$ cat config.mk
export PLATFORM = sky130hd
export DESIGN_NAME = erase_sequencer
export DESIGN_NICKNAME = d
export VERILOG_FILES = /design/src/rtl/vt52_pkg.sv /design/src/rtl/erase_sequencer.sv
export SDC_FILE = /design/constraint.sdc
export NUM_CORES = 1
export LEC_CHECK = 0
export ABC_AREA = 1
export BUFFER_PORTS_ARGS = -buffer_cell sky130_fd_sc_hd__buf_2
export CAP_MARGIN = 25
export CORE_MARGIN = 5
export CORE_UTILIZATION = 55
export CTS_CLUSTER_SIZE = 30
export DETAILED_ROUTE_END_ITERATION = 7
export GPL_TIMING_DRIVEN = 0
export PLACE_DENSITY = 0.91
export RECOVER_POWER = 25
export SLEW_MARGIN = 20
export SYNTH_ARGS = -nofsm -noshare
export SYNTH_HDL_FRONTEND = slang
export SYNTH_SLANG_ARGS = --single-unit
$ cat constraint.sdc
create_clock -name clk -period 3.7 [get_ports clk]
set_clock_uncertainty 0.05 [all_clocks]
set_input_delay 0 -clock clk [delete_from_list [all_inputs] [get_ports clk]]
set_output_delay 0 -clock clk [all_outputs]
set_load 0.05 [all_outputs]
$ cat src/rtl/vt52_pkg.sv
// Shared VT52 terminal constants: screen geometry, erase fill character,
// erase mode encodings and the erase sequencer state type.
package vt52_pkg;

   localparam int COLS = 64;
   localparam int ROWS = 16;

   localparam logic [7:0] FILL_CHAR = 8'h20;

   localparam logic [1:0] ERASE_EOL  = 2'b00;
   localparam logic [1:0] ERASE_EOS  = 2'b01;
   localparam logic [1:0] ERASE_ALL  = 2'b10;
   localparam logic [1:0] ERASE_LINE = 2'b11;

   typedef enum logic {
      ST_IDLE  = 1'b0,
      ST_SWEEP = 1'b1
   } erase_state_t;

endpackage

$ cat src/rtl/erase_sequencer.sv
// Single write port of the character buffer, shared between command-handler
// character writes and an erase engine that sweeps fill characters over a span.
module erase_sequencer #(
   parameter int         COL_BITS  = 6,
   parameter int         ROW_BITS  = 4,
   parameter logic [7:0] FILL_CHAR = 8'h20
) (
   input  logic                         clk,
   input  logic                         clr,
   input  logic                         erase_valid,
   output logic                         erase_ready,
   input  logic [1:0]                   erase_mode,
   input  logic [COL_BITS-1:0]          cursor_x,
   input  logic [ROW_BITS-1:0]          cursor_y,
   input  logic [COL_BITS+ROW_BITS-1:0] cmd_addr,
   input  logic [7:0]                   cmd_char,
   input  logic                         cmd_wen,
   output logic                         cmd_ready,
   output logic [COL_BITS+ROW_BITS-1:0] buf_addr,
   output logic [7:0]                   buf_data,
   output logic                         buf_wen,
   output logic                         busy,
   output logic                         erase_done
);
   import vt52_pkg::*;

   localparam int ADDR_BITS = COL_BITS + ROW_BITS;

   // Returns {first, last} addresses of the span to fill for a given mode.
   function automatic logic [2*ADDR_BITS-1:0] span_of(
      input logic [1:0]          mode,
      input logic [COL_BITS-1:0] x,
      input logic [ROW_BITS-1:0] y
   );
      logic [ADDR_BITS-1:0] first;
      logic [ADDR_BITS-1:0] last;
      case (mode)
         ERASE_EOL: begin
            first = {y, x};
            last  = {y, {COL_BITS{1'b1}}};
         end
         ERASE_EOS: begin
            first = {y, x};
            last  = {ADDR_BITS{1'b1}};
         end
         ERASE_ALL: begin
            first = {ADDR_BITS{1'b0}};
            last  = {ADDR_BITS{1'b1}};
         end
         default: begin
            first = {y, {COL_BITS{1'b0}}};
            last  = {y, {COL_BITS{1'b1}}};
         end
      endcase
      return {first, last};
   endfunction

   erase_state_t         r_state;
   erase_state_t         w_state_next;
   logic [ADDR_BITS-1:0] r_ptr;
   logic [ADDR_BITS-1:0] w_ptr_next;
   logic [ADDR_BITS-1:0] r_end;
   logic [ADDR_BITS-1:0] w_end_next;
   logic [ADDR_BITS-1:0] r_buf_addr;
   logic [ADDR_BITS-1:0] w_buf_addr_next;
   logic [7:0]           r_buf_data;
   logic [7:0]           w_buf_data_next;
   logic                 r_buf_wen;
   logic                 w_buf_wen_next;
   logic                 r_erase_done;
   logic                 w_erase_done_next;
   logic [2*ADDR_BITS-1:0] w_span;

   assign w_span = span_of(erase_mode, cursor_x, cursor_y);

   always_ff @(posedge clk or posedge clr) begin
      if (clr) begin
         r_state      <= ST_IDLE;
         r_ptr        <= '0;
         r_end        <= '0;
         r_buf_addr   <= '0;
         r_buf_data   <= '0;
         r_buf_wen    <= 1'b0;
         r_erase_done <= 1'b0;
      end else begin
         r_state      <= w_state_next;
         r_ptr        <= w_ptr_next;
         r_end        <= w_end_next;
         r_buf_addr   <= w_buf_addr_next;
         r_buf_data   <= w_buf_data_next;
         r_buf_wen    <= w_buf_wen_next;
         r_erase_done <= w_erase_done_next;
      end
   end

   // A command write and an erase request may be taken in the same IDLE cycle;
   // the command write lands first, then the sweep overwrites the span.
   always_comb begin
      w_state_next      = r_state;
      w_ptr_next        = r_ptr;
      w_end_next        = r_end;
      w_buf_addr_next   = r_buf_addr;
      w_buf_data_next   = r_buf_data;
      w_buf_wen_next    = 1'b0;
      w_erase_done_next = 1'b0;
      case (r_state)
         ST_IDLE: begin
            if (cmd_wen) begin
               w_buf_addr_next = cmd_addr;
               w_buf_data_next = cmd_char;
               w_buf_wen_next  = 1'b1;
            end
            if (erase_valid) begin
               w_ptr_next   = w_span[2*ADDR_BITS-1:ADDR_BITS];
               w_end_next   = w_span[ADDR_BITS-1:0];
               w_state_next = ST_SWEEP;
            end
         end
         default: begin
            w_buf_addr_next = r_ptr;
            w_buf_data_next = FILL_CHAR;
            w_buf_wen_next  = 1'b1;
            w_ptr_next      = r_ptr + 1'b1;
            // Equality with the end address terminates; the pointer never wraps into a write.
            if (r_ptr == r_end) begin
               w_erase_done_next = 1'b1;
               w_state_next      = ST_IDLE;
            end
         end
      endcase
   end

   assign erase_ready = (r_state == ST_IDLE);
   assign cmd_ready   = (r_state == ST_IDLE);
   assign busy        = (r_state == ST_SWEEP);
   assign buf_addr    = r_buf_addr;
   assign buf_data    = r_buf_data;
   assign buf_wen     = r_buf_wen;
   assign erase_done  = r_erase_done;

endmodule

==> results of run 1 <==
## worst reg2reg max path, delay by kind of cell (launching register included)
| kind | cells | cell delay (ps) |
|---|---|---|
| simple gates | 1 | 110 |
| flops | 1 | 430 |
| compound gates | 1 | 210 |
| buf+inv | 2 | 680 |
## layer usage
metal,part of all wire [%],vias to the layer above
met2,50,107
met5,0,-
met3,7.9,23
li1,-,1030
met4,3.1,0
met1,39,955
## registers in the layout, indices dropped and copies added, names as in the netlist
register / cells
buf_addr: 10
buf_wen: 1
r_ptr: 10
buf_data: 8
r_end: 5
erase_done: 1
busy: 1
## layout by cell type (no fill, tap or decap)
master,instances
nor2_2,2
nand2_2,1
o21ai_0,15
nor3_1,1
o21ai_1,2
a22o_1,7
o211ai_1,3
buf_2,59
xor2_1,1
dlygate4sd3_1,32
nand3b_1,1
nand4_1,2
or2_0,1
nor2_1,36
a31oi_1,1
clkinv_2,1
bufinv_16,1
clkbuf_1,1
inv_2,2
ha_1,4
nand3_1,25
buf_4,3
nand2_1,76
o22a_1,1
dfrtp_1,36
inv_1,35
clkbuf_4,5
a21oi_1,4
buf_6,2
clkinvlp_4,1
## layout make-up
class	instances	area (sq um)	share of cell area (%)
repair buffers	88	599	22.2
plain buffers	9	65.1	2.41
flip-flops and latches	36	901	33.4
well taps	46	57.6	2.13
inverters	37	139	5.14
clock buffers	5	37.5	1.39
multi-input cells	183	858	31.8
clock inverters	3	42.5	1.58
## timing repair
item / 4_1_cts / 5_1_grt
buffers inserted: 0 / 0
endpoints found under the setup margin: 0 / 0
hold buffers: 32 / 0
hold endpoints to repair: 70 / 0
## cells by family (layout without fill, tap and decap cells)
logic type,count (synthesis),count (layout),share of synthesized area [%]
AND/OR/NAND/NOR,145,145,30.3
flip-flops,36,36,45.9
AO/OA/AOI/OAI,33,33,10.4
XOR/XNOR,1,1,0.446
adder cells (fa/ha/maj),4,4,2.55
buffers and inverters,46,142,10.4
## where the power goes
part	switching [mW]	internal, mW
sequential	0.121	0.517
clock	0.140	0.141
combinational	0.519	0.229
## worst min path at each step
stage	start	end	slack [ps]	cells after the start
after global routing	erase_mode[0]	r_end[7]	140	5
after global placement	cmd_addr[0]	buf_addr[0]	170	3
after CTS	erase_mode[0]	r_end[7]	130	5
after floorplan	cmd_addr[0]	buf_addr[0]	80	2
after detailed placement	clr	buf_data[5]	120	2
final	erase_mode[1]	r_end[7]	130	5
==> results.json, run 1 <==
{
  "status": "finished clean",
  "reg2regPathDepth": 4,
  "use_met2_pct": 43.1,
  "diodes": 0,
  "place_ws_ps": 2180,
  "cts_resized": 0,
  "start_util_pct": 57.9,
  "first_pass_iters": 5,
  "root_buffer": "clkbuf_4",
  "cp_top_family": "buffers and inverters",
  "die_w_um": 69.7,
  "total_power_mw": 1.67,
  "finalCritPeriodShare_pct": 42.5,
  "ios": 57,
  "post-synth-top-count-cell": "nand2_1",
  "ant_nets": 0,
  "ys_warn_count": 0,
  "grt_max_degree": 37,
  "cts_buffers": 5,
  "portBuffers": 56,
  "synth_area_per_cell_sq_um": 7.41,
  "drt_wl_total_mm": 5.76,
  "hold_class": "input pin to register",
  "ys_seq_area_share_pct": 45.9,
  "dp_hpwl_mm": 3.70,
  "slew_headroom_pct": 11.1,
  "synth-edff-count": 0,
  "grt_pass1_vias": 2139,
  "tns_ps": 0,
  "max_cap_violations": 0,
  "clk_pin_slew_ps": 110,
  "clockBufferDepth": 2,
  "htreeDepth": 2,
  "ys.flop_type": "dfrtp_1",
  "irDropWorstVdd_mv": 0.348,
  "cts.sinks": 36,
  "r2r_end": "buf_data[5]",
  "netlist_area_sq_um": 1960,
  "p_leak_nw": 1.48,
  "tritoncts": "built",
  "dieArea_sq_um": 4860,
  "crit_end": "buf_data[5]",
  "synthTopCellsByArea": "dfrtp_1 46%, nand2_1 15%, nor2_1 6.9%",
  "worstPathCellList": "inv_1 > nand2_1 > o22a_1 > dlygate4sd3_1",
  "busiest_layer": "met2",
  "num_vias": 2115,
  "met1_usage_pct": 30.8,
  "ys_ff_latch": 36,
  "report.final.setup_viol": 0,
  "end_kind": "register",
  "fmax_mhz": 636,
  "synthArstFlopShare_pct": 100,
  "critPathMaxFanout": 4,
  "fill_cells": 234,
  "timing.rr.start": "busy",
  "path_buf_inv": 2,
  "finalNetCount": 398,
  "core_area_sq_um": 3390,
  "cp_data_required_time_ps": 3890,
  "syn_to_final_growth_pct": 37.5,
  "post-route-min-period_ps": 1570,
  "antenna_found_initial": 0,
  "fin_area_sq_um": 2700,
  "layout-drive-gt1-share_pct": 21.3,
  "holdWs_ps": 129,
  "rsz0062_at_grt": "false",
  "setup_ws_ps": 2130,
  "place.gp.congestion": 0.896,
  "arrival_ps": 1760,
  "rows": 21,
  "grt_use_met3_pct": 4.49,
  "critPathSlowestCell": "dlygate4sd3_1",
  "drv_slew": 0,
  "dpl-instance-area_sq_um": 2300,
  "synth_top_cells_by_count": "76 x nand2_1, 36 x dfrtp_1, 36 x nor2_1",
  "grt_remaining_overflow": 0,
  "crit_type": "register to register",
  "drc": 0,
  "drt-vias-per-instance": 5.20,
  "utilization_pct": 79.7,
  "worstSetupStartpoint": "busy",
  "startpoint_type": "register",
  "cp.depth": 4,
  "power_per_cell_area_nw_per_um2": 617,
  "worstMarginPinSlew_ps": 1330,
  "yosysTopAreaCellShare_pct": 45.9,
  "syn_nets": 303,
  "grt_pass1_wl_mm": 9.94,
  "synth_cell_types": 24,
  "dpl.cell_count": 367,
  "hold_violations": 0,
  "wire_per_inst_um": 14.2,
  "syn_inst": 265,
  "regToRegSetupSlack_ps": 2130,
  "synth_top_area_cell": "dfrtp_1",
  "grt.total_usage_pct": 25.2,
  "fp.dieH_um": 69.7,
  "max_stage_delay_ps": 550,
  "final_cells": 407,
  "clk_latency_ps": 350,
  "drt_iter0_markers": 205
}
Note: power is estimated with default switching activity, not from simulation.
==> inputs of run 2 (changes only) <==
- CORE_UTILIZATION: 55 -> 46
- PLACE_DENSITY: 0.91 -> 0.82
- clock period: 3.7 -> 1.35 ns (I/O delays scaled with it)
==> run 2 against run 1 <==
Combinational power increased to 2.8 times the previous value. Die area is 17% higher. Core utilization is 8.9 points lower. Critical endpoint is now cmd_ready.
==> results.json, run 2 (synthesized netlist as in run 1, its figures left out) <==
{
  "p_leak_nw": 1.52,
  "htreeDepth": 2,
  "layout_common_cells": "76 x nand2_1, 53 x buf_2, 32 x nor2_1, 32 x inv_1, 32 x dfrtp_1",
  "ant_nets": 0,
  "whs_path_depth": 5,
  "cts_buffers": 5,
  "finalNetCount": 398,
  "start_util_pct": 48.4,
  "antenna_found_initial": 0,
  "rows": 23,
  "clk_latency_ps": 290,
  "setup_ws_ps": 45.4,
  "path_buf_inv": 3,
  "dieArea_sq_um": 5670,
  "irDropWorstVdd_mv": 0.768,
  "root_buffer": "clkbuf_8",
  "cp_top_family": "flip-flops",
  "clk_pin_slew_ps": 70,
  "max_cap_violations": 0,
  "drt_iter0_markers": 149,
  "fin_area_sq_um": 2870,
  "post-route-min-period_ps": 1300,
  "rsz0062_at_grt": "true",
  "grt_remaining_overflow": 0,
  "wire_per_inst_um": 14.3,
  "place.gp.congestion": 0.907,
  "total_power_mw": 4.84,
  "dpl-instance-area_sq_um": 2310,
  "r2r_end": "r_ptr[0]",
  "end_kind": "output port",
  "regToRegSetupSlack_ps": 50,
  "fmax_mhz": 767,
  "tritoncts": "built",
  "utilization_pct": 70.8,
  "grt.total_usage_pct": 20.8,
  "core_area_sq_um": 4060,
  "startpoint_type": "register",
  "grt_max_degree": 37,
  "crit_type": "register to output port",
  "hold_violations": 0,
  "cp.depth": 3,
  "power_per_cell_area_nw_per_um2": 1690,
  "crit_end": "cmd_ready",
  "hold_class": "input pin to register",
  "die_w_um": 75.3,
  "portBuffers": 56,
  "layout_commonest_cell": "nand2_1",
  "dp_hpwl_mm": 3.69,
  "timing.rr.start": "busy",
  "slew_headroom_pct": 48.9,
  "place_ws_ps": -94.7,
  "grt_pass1_vias": 1920,
  "clockBufferDepth": 2,
  "diodes": 0,
  "report.final.setup_viol": 0,
  "worstPathCellList": "inv_4 > buf_8 > clkbuf_4",
  "status": "finished clean",
  "cts.sinks": 36,
  "drt_wl_total_mm": 5.86,
  "drv_slew": 0,
  "cp_data_required_time_ps": 1300,
  "layout-drive-gt1-share_pct": 24.9,
  "tns_ps": 0,
  "drc": 0,
  "critPathMaxFanout": 5,
  "num_vias": 2060,
  "syn_to_final_growth_pct": 46.3,
  "max_stage_delay_ps": 490,
  "worstMarginPinSlew_ps": 766,
  "critPathSlowestCell": "dfrtp_2",
  "finalCritPeriodShare_pct": 96.6,
  "arrival_ps": 1250,
  "fp.dieH_um": 75.3,
  "drt-vias-per-instance": 5.01,
  "worstSetupStartpoint": "busy",
  "first_pass_iters": 4,
  "fill_cells": 294,
  "grt_pass1_wl_mm": 8.88,
  "reg2regPathDepth": 5,
  "ios": 57
}
[run 2: cell types whose count changed in the layout (fill, tap and decap cells not counted), moves of 3 or more]
cell / previous run / this run
buf_2: 59 / 53
clkbuf_8: 0 / 5
nor2_4: 0 / 5
clkbuf_4: 5 / 1
dfrtp_1: 36 / 32
dfrtp_2: 0 / 4
nor2_1: 36 / 32
buf_8: 0 / 3
inv_1: 35 / 32
[run 2: worst reg2reg max path, cell delays in order, from the launching register on]
cell,delay (ps)
dfrtp_2,490
nor2_4,180
inv_2,80
buf_4,180
o21ai_1,150
a21oi_1,50
[run 2: how the worst min path moves through the flow]
stage | startpoint | end | slack (ps)
after floorplan | cmd_addr[0] | buf_addr[0] | 80
after global placement | cmd_addr[7] | buf_addr[7] | 170
after detailed placement | clr | buf_data[2] | 130
after CTS | cursor_x[4] | r_ptr[4] | 2
after global routing | cursor_x[4] | r_ptr[4] | 50
final | cursor_x[4] | r_ptr[4] | 50
[run 2: stage by stage]
step	hold slack (ps)	std cells
after floorplan	83.0	265
after global placement	174	371
after detailed placement	129	371
after CTS	1.76	409
after global routing	49.4	411
final	53.1	411
[run 2: layout make-up]
type | instances | area, sq um | area share (%)
repair buffers | 89 | 648 | 22.6
clock inverters | 2 | 35.0 | 1.22
flip-flops and latches | 36 | 906 | 31.5
plain buffers | 8 | 87.6 | 3.05
inverters | 37 | 144 | 5.01
clock buffers | 6 | 72.6 | 2.53
well taps | 50 | 62.6 | 2.18
multi-input cells | 183 | 916 | 31.9
[run 2: where the power goes]
part / total, mW / internal [mW] / switching, mW
Sequential: 1.78 / 1.43 / 0.347
Combinational: 2.11 / 0.664 / 1.45
Clock: 0.951 / 0.548 / 0.403
Total: 4.84 / 2.64 / 2.20
[run 2: metal layers]
metal	up-vias	routed length, um	GRT usage [%]
met2	105	2760	35.0
li1	1027	-	-
met3	7	585	4.09
met4	0	68	6.41
met1	921	2450	27.1
met5	-	0	0
[run 2: what timing repair did]
item	4_1_cts	5_1_grt
endpoints found under the hold margin	66	0
gates resized for setup	3	33
hold buffers	30	0
setup buffers	0	1
pin swaps	0	5
endpoints found under the setup margin	5	27
gates cloned	0	2
